## src/rtl/rv32i_bus_fabric.sv

```systemverilog
// Multi-cycle memory-mapped interconnect between the RV32I core bus and up to
// NUM_REGIONS slaves: base/mask decode, per-region wait states, error responses.
module rv32i_bus_fabric #(
  parameter int ADDR_WIDTH   = 32,
  parameter int DATA_WIDTH   = 32,
  parameter int NUM_REGIONS  = 2,
  parameter int OFFSET_WIDTH = 14,
  parameter logic [NUM_REGIONS*ADDR_WIDTH-1:0] REGION_BASE = {32'h10010000, 32'h00400000},
  parameter logic [NUM_REGIONS*ADDR_WIDTH-1:0] REGION_MASK = {32'hFFFF0000, 32'hFFFF0000},
  parameter logic [NUM_REGIONS*4-1:0]          REGION_WAIT = {4'd2, 4'd0}
) (
  input  logic                              clk,
  input  logic                              rst,
  input  logic                              m_req,
  input  logic                              m_we,
  input  logic [ADDR_WIDTH-1:0]             m_addr,
  input  logic [DATA_WIDTH-1:0]             m_wdata,
  output logic [DATA_WIDTH-1:0]             m_rdata,
  output logic                              m_ready,
  output logic                              m_err,
  output logic [NUM_REGIONS-1:0]            s_sel,
  output logic                              s_we,
  output logic [OFFSET_WIDTH-1:0]           s_addr,
  output logic [DATA_WIDTH-1:0]             s_wdata,
  input  logic [NUM_REGIONS*DATA_WIDTH-1:0] s_rdata,
  output logic [7:0]                        err_count
);

  localparam int IDX_W = (NUM_REGIONS > 1) ? $clog2(NUM_REGIONS) : 1;

  typedef enum logic [1:0] {S_IDLE, S_ACCESS, S_RESP} state_e;

  state_e                  state_q, state_d;
  logic                    we_q, we_d;
  logic                    err_q, err_d;
  logic [IDX_W-1:0]        region_q, region_d;
  logic [3:0]              cnt_q, cnt_d;
  logic [OFFSET_WIDTH-1:0] s_addr_q, s_addr_d;
  logic [DATA_WIDTH-1:0]   s_wdata_q, s_wdata_d;
  logic [DATA_WIDTH-1:0]   m_rdata_q, m_rdata_d;
  logic [7:0]              err_count_q, err_count_d;

  logic                    hit;
  logic [IDX_W-1:0]        hit_idx;
  logic [OFFSET_WIDTH-1:0] hit_off;
  logic [3:0]              hit_wait;
  logic                    map_ok;

  // Scanning from the top index down lets the lowest hitting region win.
  // NOTE: every signal assigned in always_comb gets a default first so no latch is inferred.
  always_comb begin
    hit      = 1'b0;
    hit_idx  = '0;
    hit_off  = '0;
    hit_wait = '0;
    for (int k = NUM_REGIONS - 1; k >= 0; k--) begin
      if ((m_addr & REGION_MASK[k*ADDR_WIDTH +: ADDR_WIDTH]) ==
          REGION_BASE[k*ADDR_WIDTH +: ADDR_WIDTH]) begin
        hit      = 1'b1;
        hit_idx  = IDX_W'(k);
        hit_off  = OFFSET_WIDTH'((m_addr & ~REGION_MASK[k*ADDR_WIDTH +: ADDR_WIDTH]) >> 2);
        hit_wait = REGION_WAIT[k*4 +: 4];
      end
    end
  end

  assign map_ok = hit && (m_addr[1:0] == 2'b00);

  // NOTE: sequential state uses non-blocking assignments only, so every flop sees pre-edge values.
  always_ff @(posedge clk or negedge rst) begin
    if (!rst) begin
      state_q     <= S_IDLE;
      we_q        <= 1'b0;
      err_q       <= 1'b0;
      region_q    <= '0;
      cnt_q       <= '0;
      s_addr_q    <= '0;
      s_wdata_q   <= '0;
      m_rdata_q   <= '0;
      err_count_q <= '0;
    end else begin
      state_q     <= state_d;
      we_q        <= we_d;
      err_q       <= err_d;
      region_q    <= region_d;
      cnt_q       <= cnt_d;
      s_addr_q    <= s_addr_d;
      s_wdata_q   <= s_wdata_d;
      m_rdata_q   <= m_rdata_d;
      err_count_q <= err_count_d;
    end
  end

  always_comb begin
    state_d = state_q;
    unique case (state_q)
      S_IDLE:   if (m_req) state_d = map_ok ? S_ACCESS : S_RESP;
      S_ACCESS: if (cnt_q == 4'd0) state_d = S_RESP;
      S_RESP:   state_d = S_IDLE;
      default:  state_d = S_IDLE;
    endcase
  end

  // Request capture, wait countdown and read-data capture.
  always_comb begin
    we_d        = we_q;
    err_d       = err_q;
    region_d    = region_q;
    cnt_d       = cnt_q;
    s_addr_d    = s_addr_q;
    s_wdata_d   = s_wdata_q;
    m_rdata_d   = m_rdata_q;
    err_count_d = err_count_q;
    if (state_q == S_IDLE && m_req) begin
      err_d = !map_ok;
      if (map_ok) begin
        we_d      = m_we;
        region_d  = hit_idx;
        cnt_d     = hit_wait;
        s_addr_d  = hit_off;
        s_wdata_d = m_wdata;
      end else begin
        m_rdata_d = '0;
        if (err_count_q != 8'hFF) err_count_d = err_count_q + 8'd1;
      end
    end
    if (state_q == S_ACCESS) begin
      if (cnt_q != 4'd0) cnt_d = cnt_q - 4'd1;
      else m_rdata_d = we_q ? '0 : s_rdata[region_q*DATA_WIDTH +: DATA_WIDTH];
    end
  end

  always_comb begin
    for (int k = 0; k < NUM_REGIONS; k++) begin
      s_sel[k] = (state_q == S_ACCESS) && (region_q == IDX_W'(k));
    end
    s_we    = (state_q == S_ACCESS) && (cnt_q == 4'd0) && we_q;
    m_ready = (state_q == S_RESP);
    m_err   = (state_q == S_RESP) && err_q;
  end

  assign s_addr    = s_addr_q;
  assign s_wdata   = s_wdata_q;
  assign m_rdata   = m_rdata_q;
  assign err_count = err_count_q;

endmodule

```

## config.mk

```make
export PLATFORM = sky130hd
export DESIGN_NAME = rv32i_bus_fabric
export DESIGN_NICKNAME = d
export VERILOG_FILES = /design/src/rtl/rv32i_bus_fabric.sv
export SDC_FILE = /design/constraint.sdc
export NUM_CORES = 1
export LEC_CHECK = 0
export BUFFER_PORTS_ARGS = -buffer_cell sky130_fd_sc_hd__buf_2
export CAP_MARGIN = 0
export CORE_ASPECT_RATIO = 0.7
export CORE_MARGIN = 5
export CORE_UTILIZATION = 46
export CTS_BUF_LIST = sky130_fd_sc_hd__clkbuf_16
export CTS_CLUSTER_DIAMETER = 100
export CTS_CLUSTER_SIZE = 30
export DETAILED_ROUTE_END_ITERATION = 6
export PLACE_DENSITY = 0.92
export SKIP_LAST_GASP = 1
export SYNTH_ARGS = -nofsm -noshare
export SYNTH_HDL_FRONTEND = slang
export SYNTH_SLANG_ARGS = --single-unit
```

## constraint.sdc

```tcl
create_clock -name clk -period 4.5 [get_ports clk]
set_input_delay 0.9 -clock clk [delete_from_list [all_inputs] [get_ports clk]]
set_output_delay 0.9 -clock clk [all_outputs]
set_load 0.01 [all_outputs]
```

Yosys cells after proc, flatten, opt, wreduce, memory -nomap -nowiden
Cells that the tools add are included.
- add/subtract/negate cells: 2
- equal/unequal tests: 7
- shift-type cells: 1
- mux-type cells: 20
- bitwise logic cells: 2
- reductions and logical operators: 15
- operator list (operator ; count):
    $mux 32 ; 5
    $shiftx 64x7->32 ; 1
    $mux 14 ; 2
    $eq 16x13->1 const B ; 1
    $eq 16x7->1 const B ; 1
    $mux 4 ; 4
    $mux 2 ; 5
    $add 8x1->8 const B ; 1
    $ne 8x8->1 const B ; 1
    $logic_and 1x1->1 ; 7
    $logic_not 2->1 ; 2
    $logic_not 4->1 ; 1
    $ne 2x2->1 const B ; 2
    $pmux 2 s2 ; 1
    $reduce_and 2->1 ; 2
    $reduce_bool 4->1 ; 1
    $sub 4x1->4 const B ; 1
    $mux 1 ; 3
    $reduce_and 3->1 ; 1
    $eq 2x1->1 const B ; 1
    $eq 2x2->1 const B ; 1
    $not 1->1 ; 2
    $logic_not 1->1 ; 1
- register bits after elaboration: 95
- bits of input ports: 132

Longest topological paths before layout
Gate-level depths: netlist of run 1.
- depth in word-level cells: 8
- depth in mapped cells: 7
- gate-level depth less buffers: 6

Worst setup path after synthesis of run 1
OpenSTA, ideal clock, no wires.
- path type: input to register
- start point: input port m_addr[17]
- end point: register s_addr_q[0] (netlist: s_addr[0])
- library setup time: 0.125 ns
- arrival time: 2.425 ns
- required time: 4.375 ns
- slack: 1.950 ns
- stages on the path: 5
- cells stage by stage: nor4_1 > nand4_1 > nor4_4 > buf_6 > mux2_2
- longest elaborated chain between the ends: 5
- ends and longest elaborated chain (what ; RTL line ; source):
    from (decl) ; 16 ; input logic [ADDR_WIDTH-1:0] m_addr,
    $eq 16x13->1 ; 57 ; if ((m_addr & REGION_MASK[k*ADDR_WIDTH +: ADDR_WIDTH]) ==
    $mux 1 (2 in series) ; 57 ;
    $logic_and 1x1->1 ; 67 ; assign map_ok = hit && (m_addr[1:0] == 2'b00);
    $reduce_and 2->1 (no line) ; -- ;
    to (signal assigned) ; 87 ; s_addr_q <= s_addr_d;
    to (decl) ; 38 ; logic [OFFSET_WIDTH-1:0] s_addr_q, s_addr_d;
Several ways; a longest one is shown, not always the timed one.
A chain may end at the register's enable or synchronous reset.

Worst setup path in the final report of run 1
- start point: input port m_addr[17]
- end point: register s_wdata_q[6] (netlist: s_wdata[6])
- longest elaborated chain between the ends: 5
- ends and longest elaborated chain (what ; RTL line ; source):
    $eq 16x13->1 ; 57 ;
    $mux 1 ; 57 ;
    $mux 1 * ; 57 ;
    $logic_and 1x1->1 * ; 67 ;
    $reduce_and 2->1 (no line) * ; -- ;
    to (signal assigned) ; 88 ; s_wdata_q <= s_wdata_d;
    to (decl) ; 39 ; logic [DATA_WIDTH-1:0] s_wdata_q, s_wdata_d;
Mark *: on every way between the ends. The rest lies on a longest branch, timed or not.

==> qor.txt, run 1 <==
Drt wl/cell - 16.1 um
I/O pin count - 223
Critical Path Fanout Max - 42
CTS tree - yes
Std-Cell Rows - 28
Critical path arrival - 2960 ps
Post-Synthesis Cell Area - 4080 um^2
I/O Buffers - 222
Top_reg_cell synth - dfrtp_1
Relative slew margins - 29.9%
Final worst slack - 1760 ps
CTS resizes - 0
Slowest Stage Delay on Critical Path - 730 ps
Crit path kind - in -> reg
Setup TNS - 0 ps
Final wirelength - 10.3 mm
CP Capture Type - flop
Post-Place Cells - 626
Critical Path Source Type - primary input
Setup Viol. Count Final - 0
CTS clock-pin slew for the worst setup and hold paths - 70 ps
Initial antenna violation count - 0
Core area - 8550 um^2
Clock Tree Root - clkbuf_16
Area Growth Syn to Fin - 36.8%
Clock skew - 9.62 ps
Initial Utilization - 47.7%
Leak Pwr - 3.29 nW
Final Instance Count excl. Fillers - 642
Clock buffer depth - 2
Slew Viols, Final - 0
Final #Nets - 651
Pin count of the biggest net entering global routing - 72
Pwr Density - 330 nW/um^2
Residual DRC - 0
Fmax - 0.365 GHz
CTS sink cnt - 95
Hold Startpoint - s_wdata[19]$_DFFE_PN0P_
Synthesized area per cell - 13.7 um^2
Full die area - 10900 um^2
RR Startpoint - state_q[1]$_DFFE_PN0P_
FF/Latch Area - 2380 um^2
Maxcap violations - 0
Hold-fix buffers at CTS - 0
Number of flops mapped to enable cells by yosys - 0
Outcome - complete, no violations
Register area share after synthesis - 58.3%
Post-CTS Setup Bufs - 0
Fin crit share - 61.0%
Layout cell share with drive strength beyond 1 - 55.6%
Synth Warn # - 0
VDD IR max - 194 uV
Die Span Y - 88.8 um
Antenna Nets Post-Route - 0
# diodes - 0
Syn Inst Count - 297
Post-DP HPWL - 7.98 mm
Net Count, Synth - 431
Final hold viol count - 0
Post-DR vias/cell - 5.06
DR vias - 3249
Die X - 122 um
Synth top area cells - dfrtp_1 58%, mux2_2 12%, mux2i_1 8.1%, o2bb2ai_1 6.9%, buf_6 1.4%
GRT overflow - 0
Ys async rst share - 100%
Register bit total from synthesis - 95
Num CTS Buffers - 9
Worst EP required - 4720 ps
Pre-CTS WS - 1390 ps
Overall routing resource usage - 18.9%
First-pass GRT wire length - 16.3 mm
Drt pass-1 iters - 4
Synth cell types - 37
Number of global-route vias before repair - 3349
Post-synth top area cell - dfrtp_1
Cell Chain, Critical Path - buf_2 > nor4_1 > nand4_1 > nor4_4 > buf_12 > mux2_2
Worst-skew pair later-pin latency - 330 ps
Crit path from - m_addr[17]
Fillers - 661
Worst min path class - reg -> reg
RSZ-0062 raised after global routing - false
Final min period - 2740 ps
Slowest cell on crit path - nor4_4
Multi-input gate area in the final layout - 1580 um^2
Worst-Margin Slew - 1050 ps
Placer Congestion - 0.758
Top-area cell type share of the netlist area - 58.3%
Initial DRC count - 123
Htree depth - 3
[flip-flops by register name, summed over array words and instances (netlist names)]
name / cells
region_q: 1
s_addr: 14
we_q: 1
err_q: 1
state_q: 2
cnt_q: 4
s_wdata: 32
m_rdata: 32
err_count: 8
[where the power goes]
part	internal [mW]	switching, mW	leakage [nW]
clock network	0.433	0.314	0.151
logic	0.0931	0.0916	1.84
registers	0.879	0.0298	1.31
total	1.41	0.435	3.29
[worst max-delay path, delay by kind of cell]
family	cells	cell delay [ps]
buffers and inverters	2	400
and+or+nand+nor	3	1240
muxes	1	370
[cell families after synthesis]
group | share of synthesized area (%)
flip-flops | 58.3
AO/OA/AOI/OAI | 8.63
AND/OR/NAND/NOR | 6.75
XOR/XNOR | 1.07
adder cells (fa/ha/maj) | 0.614
buffers and inverters | 2.95
multiplexers | 21.6
[synth_stat cells (4+ instances only)]
| cell | count |
|---|---|
| mux2_2 | 44 |
| dfrtp_1 | 95 |
| inv_1 | 5 |
| mux2i_1 | 33 |
| nor4_1 | 4 |
| buf_6 | 5 |
| nor2_1 | 11 |
| clkbuf_1 | 8 |
| mux2_1 | 5 |
| nand2_1 | 9 |
| o2bb2ai_1 | 32 |
[path summary, 6_finish.rpt]
path                                           endpoint  slack (ps)  cells past startpoint
max in group asynchronous          m_rdata[1]$_DFF_PN0_        2980                      2
worst min register to register  s_wdata[19]$_DFFE_PN0P_         480                      1
min in group asynchronous       s_wdata[29]$_DFFE_PN0P_         670                      1
worst max register to register   s_wdata[6]$_DFFE_PN0P_        2260                      5
worst max-delay path             s_wdata[6]$_DFFE_PN0P_        1760                      6
worst min-delay path            s_wdata[19]$_DFFE_PN0P_         480                      1
[layout by cell type (no fill, tap or decap), types with 4 or more instances in the layout]
| cell type | n |
|---|---|
| buf_2 | 221 |
| nor2_1 | 11 |
| nand2_1 | 9 |
| nor4_1 | 4 |
| clkbuf_16 | 9 |
| dfrtp_1 | 94 |
| mux2i_1 | 33 |
| inv_1 | 7 |
| mux2_2 | 44 |
| o2bb2ai_1 | 32 |
| mux2_1 | 5 |
[final cells by class]
type / instances / share of cell area [%]
clock buffers: 9 / 4.04
repair buffers: 225 / 20.6
clock inverters: 7 / 1.32
well taps: 120 / 2.69
flip-flops and latches: 95 / 42.7
multi-input cells: 181 / 28.3
inverters: 5 / 0.337
[per-stage QoR]
stage / total power, mW / utilization (%) / hold WS, ps / area, um^2
global placement: 1.11 / 61.7 / 463 / 5270
global route: 1.93 / 65.2 / 497 / 5570
floorplan: 0.996 / - / 458 / 4080
detailed placement: 1.11 / 61.7 / 469 / 5270
CTS: 1.86 / 65.2 / 485 / 5570
finish: 1.84 / 65.2 / 480 / 5570
[routing by layer]
layer  vias to the layer above  GRT usage [%]  part of all wire (%)
met5                         -              0                     0
met1                      1597           22.8                    38
met2                       115           34.2                    54
met4                         0           4.47                  0.86
met3                         8           5.11                   7.2
li1                       1529              -                     -
Note: power is estimated with default switching activity, not from simulation.
==> run 2, diff against run 1 <==
- CORE_UTILIZATION: 46 -> 45
- PLACE_DENSITY: 0.92 -> 0.91
- clock period: 4.5 -> 2.7 ns (I/O delays scaled with it)
==> run 2 against run 1 <==
Non-clock buffer count grew 2. Critical path depth unchanged. Flip-flop and latch count unchanged. Count of clock-buffer cells in the layout stayed put. Die area grew 2.0%. Register-to-register slack got worse by 1500 ps. Wire length is 1.6% lower. Core utilization is 2.7 points lower. Critical path type unchanged. Critical endpoint is now err_count[1]$_DFFE_PN0P_. Largest cell class unchanged. Largest power group unchanged. Highest routed layer unchanged.
==> qor.txt, run 2 (synthesized netlist as in run 1, its figures left out) <==
Outcome - complete, no violations
Final #Nets - 653 (+0.31%)
Initial DRC count - 60 (-51%)
Fmax - 0.473 GHz
Clock skew - 9.02 ps (-0.598 ps)
Met2 wire len - 5.19 mm (-6.5%)
Leak Pwr - 3.29 nW (about the same)
VDD IR max - 410 uV (+110%)
First-pass GRT wire length - 15.6 mm (-4.4%)
Routed met1 length - 4.16 mm (+5.7%)
Commonest non-fill, non-tap cells in the layout - 221 x buf_2, 94 x dfrtp_1, 44 x mux2_2, 33 x mux2i_1, 32 x o2bb2ai_1
Drt pass-1 iters - 7 (+3)
Slowest Stage Delay on Critical Path - 660 ps (-70 ps)
Placer Congestion - 0.755 (-0.30%)
Hold-fix buffers at CTS - 0 (unchanged)
Final min period - 2120 ps
Antenna Nets Post-Route - 0 (unchanged)
Relative slew margins - 27.8% (-2.2 points)
Post-DR vias/cell - 4.97 (-1.8%)
Num CTS Buffers - 9 (unchanged)
Worst EP required - 2920 ps (-1800 ps)
Std-Cell Rows - 29 (+3.6%)
Fin crit share - 78.4%
Worst min path class - in -> async
Number of global-route vias before repair - 3322 (-0.81%)
Full die area - 11100 um^2 (+2.0%)
Worst-Margin Slew - 1080 ps (+32.9 ps)
CP bufs+invs - 1 (-1)
Slew Viols, Final - 0 (unchanged)
CTS tree - yes
CTS clock-pin slew for the worst setup and hold paths - 70 ps (about the same)
Die Span Y - 89.6 um (+0.98%)
Initial antenna violation count - 0 (unchanged)
Cell Chain, Critical Path - buf_2 > nor4_1 > nand4_1 > o31ai_1 > nor2_1 > mux2_2
GRT overflow - 0 (unchanged)
Worst-skew pair later-pin latency - 330 ps (about the same)
RSZ-0062 raised after global routing - false
Post-DP HPWL - 7.76 mm (-2.7%)
CP Capture Type - flop
Crit path kind - in -> reg
Wire length on met3 - 712 um (-4.2%)
Placement Cell Area - 5310 um^2 (+0.62%)
Critical Path Source Type - primary input
Layout cell share with drive strength beyond 1 - 55.5% (about the same)
Pwr Density - 544 nW/um^2 (+65%)
Final hold viol count - 0 (unchanged)
I/O Buffers - 222 (unchanged)
Top layer used by detailed routing - met4
Final instance area - 5600 um^2 (+0.43%)
Die X - 124 um (+1.0%)
Pin count of the biggest net entering global routing - 53 (-26%)
Maxcap violations - 0 (unchanged)
Critical Path Fanout Max - 5 (-88%)
CTS resizes - 0 (unchanged)
Clock buffer depth - 2 (unchanged)
Residual DRC - 0 (unchanged)
Area Growth Syn to Fin - 37.3%
Htree depth - 3 (unchanged)
Clock Tree Root - clkbuf_16
# diodes - 0 (unchanged)
Drt wl/cell - 15.7 um (-2.5%)
Post-CTS Setup Bufs - 0 (unchanged)
Most common cell after layout, fill and taps aside - buf_2
Slowest cell on crit path - o31ai_1
Initial Utilization - 45.5% (-2.2 points)
CTS sink cnt - 95 (unchanged)
Overall routing resource usage - 18.0% (-0.96 points)
DR vias - 3221 (-0.86%)
I/O pin count - 223 (unchanged)
Critical path arrival - 2340 ps (-620 ps)
Family with the most delay on the worst path - simple AND/OR/NAND/NOR gates
Setup Viol. Count Final - 0 (unchanged)
Final wirelength - 10.2 mm (-1.6%)
Setup TNS - 0 ps (unchanged)
Core area - 8960 um^2 (+4.8%)
-- run 2: cell count changes in the layout (fill, tap and decap cells not counted), sizes merged --
cell,previous run,this run
inv,9,6
clkinv,1,3
buf,225,227
clkinvlp,1,2
-- run 2: path summary, 6_finish.rpt --
kind | cells past startpoint | slack (ps) | start | end
worst min-delay path | 1 | 110 | rst | s_wdata[29]$_DFFE_PN0P_
min in group clk | 2 | 430 | m_wdata[21] | s_wdata[21]$_DFFE_PN0P_
worst min register to register | 1 | 490 | m_rdata[8]$_DFF_PN0_ | m_rdata[8]$_DFF_PN0_
worst max register to register | 5 | 720 | cnt_q[0]$_DFF_PN0_ | m_rdata[24]$_DFF_PN0_
max in group asynchronous | 2 | 1880 | rst | s_addr[10]$_DFFE_PN0P_
worst max-delay path | 6 | 580 | m_addr[17] | err_count[1]$_DFFE_PN0P_
-- run 2: report_power, final --
part	switching, mW	internal [mW]
clock network	0.507	0.709
logic	0.153	0.158
registers	0.0513	1.47
-- run 2: worst register-to-register path, delay by kind of cell (launching register included) --
| kind | cells | cell delay, ps |
|---|---|---|
| buffers and inverters | 1 | 60 |
| AOI/OAI and AO/OA | 1 | 210 |
| DFF | 1 | 400 |
| and+or+nand+nor | 2 | 930 |
| adders and majority gates | 1 | 210 |
-- run 2: per-stage QoR --
step / util, % / total power, mW / std cells / hold slack (ps) / setup slack (ps)
CTS: 62.4 / 3.09 / 648 / 103 / 575
finish: 62.4 / 3.04 / 648 / 109 / 584
global route: 62.4 / 3.18 / 648 / 125 / 466
global placement: 59.2 / 1.84 / 632 / 459 / 386
detailed placement: 59.2 / 1.86 / 632 / 469 / 229
floorplan: - / 1.66 / 297 / 244 / 510
-- run 2: metal layers --
metal  global-route usage [%]  vias to the layer above
li1                         -                     1536
met1                     21.7                     1563
met2                     31.7                      114
met3                     5.26                        8
met4                     5.03                        0
met5                        0                        -
-- run 2: cell type report --
type | count | area [um^2]
fillers | 710 | 3370
flip-flops and latches | 95 | 2380
multi-input cells | 181 | 1580
repair buffers | 227 | 1180
clock buffers | 9 | 225
well taps | 124 | 155
clock inverters | 7 | 65.1
inverters | 5 | 18.8
==> run 3, diff against run 2 <==
- clock period: 2.7 -> 2.1 ns (I/O delays scaled with it)
==> run 3 against run 2 <==
Register-to-register slack lost 450 ps. Wire length increased by 0.41%. Non-clock buffer count increased by 4. First-iteration DRC count rose to 3.0 times the previous value. Die area did not move. Combinational power up 31%. Clock skew down 1.4 ps. Critical path type is now reg -> out. Count of clock-buffer cells in the layout unchanged. Core utilization increased by 0.75 points. Clock power is 38% higher. Largest power group unchanged. Global-route usage grew 0.35 points.
==> qor.txt, run 3 (synthesized netlist as in run 1, its figures left out) <==
CP bufs+invs - 2 (+1)
Grt met1 use - 22.1% (+0.39 points)
Final worst slack - 177 ps (-407 ps)
Clock Tree Root - clkbuf_16
Worst min path class - in -> async
Core area - 8960 um^2 (unchanged)
Die X - 124 um (unchanged)
Overall routing resource usage - 18.3% (+0.35 points)
Final wirelength - 10.2 mm (+0.41%)
Slowest Stage Delay on Critical Path - 430 ps (-230 ps)
Most common cell after layout, fill and taps aside - buf_2
Grt met3 use - 5.82% (+0.56 points)
CTS clock-pin slew for the worst setup and hold paths - 60 ps (about the same)
CP Capture Type - output port
Pwr Density - 713 nW/um^2 (+31%)
Critical path arrival - 1500 ps (-840 ps)
VDD IR max - 521 uV (+27%)
Crit path kind - reg -> out
Num CTS Buffers - 9 (unchanged)
Cell Chain, Critical Path - inv_1 > ha_1 > nand2_1 > nor2_1 > and2_1 > buf_2
Family with the most delay on the worst path - flip-flops
Critical Path Source Type - flop
Pin count of the biggest net entering global routing - 96 (+81%)
RSZ-0062 raised after global routing - false
Post-DR vias/cell - 4.93 (-0.83%)
Initial antenna violation count - 0 (unchanged)
Maxcap violations - 0 (unchanged)
FF-to-FF setup slack - 270 ps (-450 ps)
Number of global-route vias before repair - 3307 (-0.45%)
Residual DRC - 0 (unchanged)
Initial DRC count - 180 (+200%)
Global route hottest layer - met2
Outcome - complete, no violations
Setup Viol. Count Final - 0 (unchanged)
Grt met2 use - 31.9% (+0.25 points)
Pre-CTS WS - -178 ps (-407 ps)
Leak Pwr - 3.34 nW (+1.5%)
Fillers - 708 (-0.28%)
GRT overflow - 0 (unchanged)
I/O pin count - 223 (unchanged)
CTS sink cnt - 95 (unchanged)
Hold-fix buffers at CTS - 0 (unchanged)
Layout cell share with drive strength beyond 1 - 56.1% (+0.53 points)
Drt pass-1 iters - 4 (-3)
Antenna Nets Post-Route - 0 (unchanged)
FF/Latch Area - 2380 um^2 (unchanged)
CTS resizes - 0 (unchanged)
Full die area - 11100 um^2 (unchanged)
Final hold viol count - 0 (unchanged)
Placer Congestion - 0.775 (+2.6%)
Post-DP HPWL - 7.75 mm (-0.20%)
Slowest cell on crit path - dfrtp_1
Relative slew margins - 65.3% (+38 points)
CTS tree - yes
Area Growth Syn to Fin - 39.0%
Drt wl/cell - 15.6 um (-0.20%)
Htree depth - 3 (unchanged)
Initial Utilization - 45.5% (unchanged)
Commonest non-fill, non-tap cells in the layout - 221 x buf_2, 94 x dfrtp_1, 44 x mux2_2, 33 x mux2i_1, 32 x o2bb2ai_1
Critical Path Fanout Max - 4 (-1)
First-pass GRT wire length - 15.8 mm (+1.3%)
# diodes - 0 (unchanged)
Worst-Margin Slew - 520 ps (-564 ps)
Post-CTS Setup Bufs - 0 (unchanged)
Final min period - 1920 ps
Clock skew - 7.58 ps (-1.44 ps)
Slew Viols, Final - 0 (unchanged)
Hold_ws - 146 ps (+36.4 ps)
Fin crit share - 91.6%
I/O Buffers - 222 (unchanged)
Fmax - 0.520 GHz
Die Span Y - 89.6 um (unchanged)
Final #Nets - 657 (+0.61%)
Multi-input gate area in the final layout - 1580 um^2 (unchanged)
Clock buffer depth - 2 (unchanged)
Worst EP required - 1680 ps (-1240 ps)
Power Total - 4.04 mW (+33%)
Worst-skew pair later-pin latency - 330 ps (about the same)
Std-Cell Rows - 29 (unchanged)
DR vias - 3214 (-0.22%)
## run 3: changes by cell type in the layout (fill, tap and decap cells not counted)
| cell | previous run | this run |
|---|---|---|
| clkinv_2 | 0 | 1 |
| buf_12 | 2 | 3 |
| buf_4 | 4 | 7 |
| clkinvlp_4 | 2 | 0 |
| bufinv_16 | 1 | 2 |
| inv_1 | 6 | 7 |
| clkinv_4 | 1 | 2 |
| clkinv_1 | 2 | 0 |
## run 3: power by group
group	total [mW]	internal [mW]	switching [mW]	leakage, nW
clock network	1.68	1.04	0.646	0.162
registers	1.95	1.88	0.0675	1.31
logic	0.406	0.208	0.198	1.87
total	4.04	3.13	0.911	3.34
## run 3: layer usage
layer,part of all wire [%],up-vias
li1,-,1532
met4,0.75,0
met5,0,-
met2,51,111
met1,41,1562
met3,7.3,9
## run 3: worst paths after layout
kind / start / endpoint / cells past startpoint
max: cnt_q[0]$_DFF_PN0_ / s_we / 6
min: rst / s_addr[3]$_DFFE_PN0P_ / 2
max reg2reg: state_q[1]$_DFFE_PN0P_ / s_addr[3]$_DFFE_PN0P_ / 5
min reg2reg: m_rdata[26]$_DFF_PN0_ / m_rdata[26]$_DFF_PN0_ / 1
max in group asynchronous: rst / region_q$_DFFE_PN0P_ / 2
min in group clk: m_wdata[23] / s_wdata[23]$_DFFE_PN0P_ / 2
## run 3: through the flow
| stage | cells | setup TNS (ps) | utilization (%) | instance area [um^2] |
|---|---|---|---|---|
| final | 652 | 0 | 63.2 | 5660 |
| after global routing | 652 | 0 | 63.2 | 5660 |
| after CTS | 652 | 0 | 63.2 | 5660 |
| after detailed placement | 636 | -8560 | 59.7 | 5350 |
| after global placement | 636 | -3370 | 59.7 | 5350 |
| after floorplan | 297 | 0 | - | 4080 |
## run 3: final cells by class
cell class | instances | area share, %
flip-flops and latches | 95 | 42.0
multi-input cells | 181 | 27.9
repair buffers | 231 | 21.5
clock buffers | 9 | 3.98
well taps | 124 | 2.74
clock inverters | 7 | 1.59
inverters | 5 | 0.331
